File: src/rtl/priority_demux.sv
// One-to-N stream distributor: routes each accepted word to the lowest-indexed
// requested lane, and counts words that request no lane before discarding them.
module priority_demux #(
    parameter int unsigned SEL_WIDTH  = 4,
    parameter int unsigned DATA_WIDTH = 32,
    parameter int unsigned CNT_WIDTH  = 16
) (
    input  logic                            clk,
    input  logic                            rst_n,
    input  logic                            in_valid,
    output logic                            in_ready,
    input  logic [SEL_WIDTH-1:0]            in_sel,
    input  logic [DATA_WIDTH-1:0]           in_data,
    output logic [SEL_WIDTH-1:0]            out_valid,
    input  logic [SEL_WIDTH-1:0]            out_ready,
    output logic [SEL_WIDTH*DATA_WIDTH-1:0] out_data,
    output logic                            drop_pulse,
    output logic [CNT_WIDTH-1:0]            drop_count
);

    localparam int unsigned BUS_WIDTH = SEL_WIDTH * DATA_WIDTH;

    logic [SEL_WIDTH-1:0] win_oh;
    logic                 none;
    logic                 stall;
    logic                 accept;

    logic [SEL_WIDTH-1:0] valid_q, valid_d;
    logic [BUS_WIDTH-1:0] data_q, data_d;
    logic                 drop_pulse_q, drop_pulse_d;
    logic [CNT_WIDTH-1:0] drop_count_q, drop_count_d;

    // Isolate the lowest set select bit; in_ready never looks at in_valid.
    always_comb begin
        win_oh   = in_sel & (~in_sel + SEL_WIDTH'(1));
        none     = (in_sel == '0);
        stall    = |(win_oh & valid_q & ~out_ready);
        in_ready = ~stall;
        accept   = in_valid & in_ready;
    end

    always_comb begin
        valid_d      = valid_q & ~out_ready;
        data_d       = data_q;
        drop_pulse_d = accept & none;
        drop_count_d = drop_count_q;
        for (int unsigned i = 0; i < SEL_WIDTH; i++) begin
            if (accept && win_oh[i]) begin
                valid_d[i]                            = 1'b1;
                data_d[i*DATA_WIDTH +: DATA_WIDTH]    = in_data;
            end
        end
        // Saturating count: holds at all-ones rather than wrapping.
        if (accept && none && !(&drop_count_q)) begin
            drop_count_d = drop_count_q + CNT_WIDTH'(1);
        end
    end

    always_ff @(posedge clk or negedge rst_n) begin
        if (!rst_n) begin
            valid_q      <= '0;
            data_q       <= '0;
            drop_pulse_q <= 1'b0;
            drop_count_q <= '0;
        end else begin
            valid_q      <= valid_d;
            data_q       <= data_d;
            drop_pulse_q <= drop_pulse_d;
            drop_count_q <= drop_count_d;
        end
    end

    assign out_valid  = valid_q;
    assign out_data   = data_q;
    assign drop_pulse = drop_pulse_q;
    assign drop_count = drop_count_q;

endmodule

File: config.mk
export PLATFORM = sky130hd
export DESIGN_NAME = priority_demux
export DESIGN_NICKNAME = d
export VERILOG_FILES = /design/src/rtl/priority_demux.sv
export SDC_FILE = /design/constraint.sdc
export NUM_CORES = 1
export LEC_CHECK = 0
export CAP_MARGIN = 0
export CORE_MARGIN = 4
export CORE_UTILIZATION = 51
export CTS_BUF_LIST = sky130_fd_sc_hd__clkbuf_8
export DETAILED_ROUTE_END_ITERATION = 6
export GPL_TIMING_DRIVEN = 0
export PLACE_DENSITY = 0.88
export SKIP_CTS_REPAIR_TIMING = 1
export SYNTH_ARGS = -nofsm -noshare
export SYNTH_HDL_FRONTEND = slang
export SYNTH_SLANG_ARGS = --single-unit
File: constraint.sdc
create_clock -name clk -period 2.9 [get_ports clk]
set_clock_uncertainty 0.1 [all_clocks]
set_input_delay 0.58 -clock clk [delete_from_list [all_inputs] [get_ports clk]]
set_output_delay 0.58 -clock clk [all_outputs]
set_load 0.02 [all_outputs]
==> impl_metrics.ini, run 1 <==
[layout]
final_area_sq_mm = 0.00837
final_common_cell = clkdlybuf4s50_1
nets = 623
layout-drive-gt1-share_pct = 24.5
antenna_cells = 0
fin_cells = 732
area_delta_synth_final_pct = 45.8
final_cell_mix = clkdlybuf4s50_1 (189), dfrtp_1 (149), mux2_2 (101), mux2_1 (28), clkbuf_8 (20)
fillers = 678
post-route-util_pct = 76.5
multi_input_area_sq_mm = 0.00194
regArea_sq_mm = 0.00373

[setup_path]
arrival_ns = 1.94
path_cells = clkdlybuf4s50_1 > nor4bb_1 > a311oi_1 > a21oi_1 > o21ai_0 > dlymetal6s2s_1
critPathMaxStageDelay_ns = 0.54
startpoint_type = primary input
endpoint_kind = primary output
crit_path_max_fanout = 4
cpMaxStageDelayCell = clkdlybuf4s50_1
crit_type = in -> out
crit_required_ns = 2.22

[floorplanning]
die_y_microns = 114
die-area_sq_mm = 0.0130
start_util_pct = 52.5
ios = 193
core_area_sq_mm = 0.0109
die_x_microns = 114
rows = 38

[route]
num_vias = 3858
ant_nets = 0
drtIter0Drc = 188
drc = 0
viasPerCell = 5.27
wl_per_cell_microns = 20.0
drt_wl_total_microns = 14600
dr.pass1.iters = 4

[placement]
dp_cells = 700
place_area_sq_mm = 0.00787
dp_hpwl_microns = 10800
portBuffers = 192
routabilityCongestion = 0.835

[yosys]
syn_avg_cell_area_sq_um = 15.6
synth_nets = 411
synth-main-ff-cell = dfrtp_1
synth-seq-area-share_pct = 65.0
synth.cell_area_sq_mm = 0.00574
synth_top_area_share_pct = 65.0
yosysWarnings = 0
synth_edf_count = 0
yosysUniqueCellTypes = 34
async_reset_ff_share_pct = 100
synth_area_leader_cell = dfrtp_1
ys_seq_elements = 149
synth_area_leaders = dfrtp_1 (65%), mux2_2 (20%), mux2_1 (5.5%)
netlist_instances = 367

[grt]
grt_pass1_vias = 4315
grt_pass1_wl_microns = 23700
antenna_found_initial = 0
grt_max_degree = 90
grt_usage_pct = 24.2
grt-ovfl-total = 0

[cts]
numCtsBuffers = 17
cts_root_buf = clkbuf_8
insertion_delay_ns = 0.44
clockBufferDepth = 2
path_clk_slew_ns = 0.07
cts_tree = done
h-tree-depth = 4
cts.sinks = 149

[power_and_ir_drop]
ir_worst_vdd_uv = 675
p_leak_uw = 0.00356
p_per_area_mw_per_mm2 = 789

[sta]
finalCritPeriodShare_pct = 90.4
setup_viol = 0
rsz0062_at_grt = no
slew-limit-headroom_pct = 48.5
finalHoldViolCount = 0
fin_crit_ns = 2.62
fmax_mhz = 381
whs_ns = 0.0124
worst_pin_slew_ns = 0.773
final-max-slew-violation-count = 0
fin_setup_tns_ns = 0

[min_path]
hold_path_class = in -> async

[outcome]
outcome = finished clean

[run]
maxCapViolations = 0
[worst max-delay path, delay by kind of cell]
| family | cells | cell delay [ns] |
|---|---|---|
| compound gates | 3 | 0.45 |
| buf+inv | 2 | 0.83 |
| simple gates | 1 | 0.08 |
[layer usage]
layer / vias to the layer above / wire, microns / global-route usage, %
met2: 151 / 7340 / 40.0
met4: 0 / 427 / 9.98
met5: - / 0 / 0
met1: 1937 / 5620 / 27.7
met3: 32 / 1260 / 10.3
li1: 1738 / - / -
[cells by family after synthesis]
group                    after synthesis  share of synthesized area, %
XOR/XNOR                              13                          1.98
AO/OA/AOI/OAI                          9                         0.893
AND/OR/NAND/NOR                       49                          5.47
flip-flops                           149                          65.0
multiplexers                         129                          25.3
buffers and inverters                 17                          1.18
adder cells (fa/ha/maj)                1                         0.218
[cells in the mapped netlist, drive strengths merged (2+ instances only)]
cell / count
buf: 6
xor2: 3
xnor2: 10
nor3: 3
nor4: 3
dfrtp: 149
o21ai: 3
nand2b: 3
mux2: 129
nand3: 9
nand2: 8
a21oi: 3
a31oi: 2
and3: 2
inv: 4
nor2: 4
clkbuf: 7
nand4: 9
[registers in the layout (all words and copies together) (netlist names)]
name / cells
out_data: 128
drop_pulse: 1
out_valid: 4
drop_count: 16
[path summary, 6_finish.rpt]
| path | start | end | slack, ns | cells after the start |
|---|---|---|---|---|
| min in group clk | out_data[106] | out_data[106] | 0.39 | 1 |
| worst min register to register | out_data[106] | out_data[106] | 0.39 | 1 |
| worst max-delay path | in_sel[2] | in_ready | 0.28 | 6 |
| max in group asynchronous | rst_n | drop_count[9] | 1.88 | 2 |
| worst max register to register | out_valid[1] | out_data[46] | 0.69 | 5 |
| worst min-delay path | rst_n | out_data[90] | 0.01 | 1 |
[stage by stage]
step / power (uW) / worst slack (ns)
after floorplan: 3600 / 0.730
after global placement: 4640 / -4.40
after detailed placement: 4720 / -0.333
after CTS: 6670 / -0.338
after global routing: 6910 / 0.242
final: 6610 / 0.277
[power by group]
group | internal [uW] | switching [uW] | total [uW]
Combinational | 1010 | 942 | 1950
Sequential | 2480 | 235 | 2710
Clock | 1180 | 763 | 1940
Total | 4670 | 1940 | 6610
[area by class of cell]
cell class              instances  share of cell area, %
flip-flops and latches        149                   44.6
repair buffers                193                   23.4
multi-input cells             201                   23.2
clock buffers                  20                   3.29
clock inverters                12                   2.66
well taps                     140                   2.09
plain buffers                  13                  0.628
inverters                       4                  0.179
No activity file was read; power rests on OpenSTA's default activity.
==> run 2, diff against run 1 <==
--- a/config.mk
+++ b/config.mk
@@ -9,6 +9,7 @@
 export CORE_MARGIN = 4
 export CORE_UTILIZATION = 51
 export CTS_BUF_LIST = sky130_fd_sc_hd__clkbuf_8
+export CTS_CLUSTER_SIZE = 10
 export DETAILED_ROUTE_END_ITERATION = 6
 export GPL_TIMING_DRIVEN = 0
 export PLACE_DENSITY = 0.88
==> results of run 2 <==
The final DEF is identical to that of run 1; final timing and power are the same.
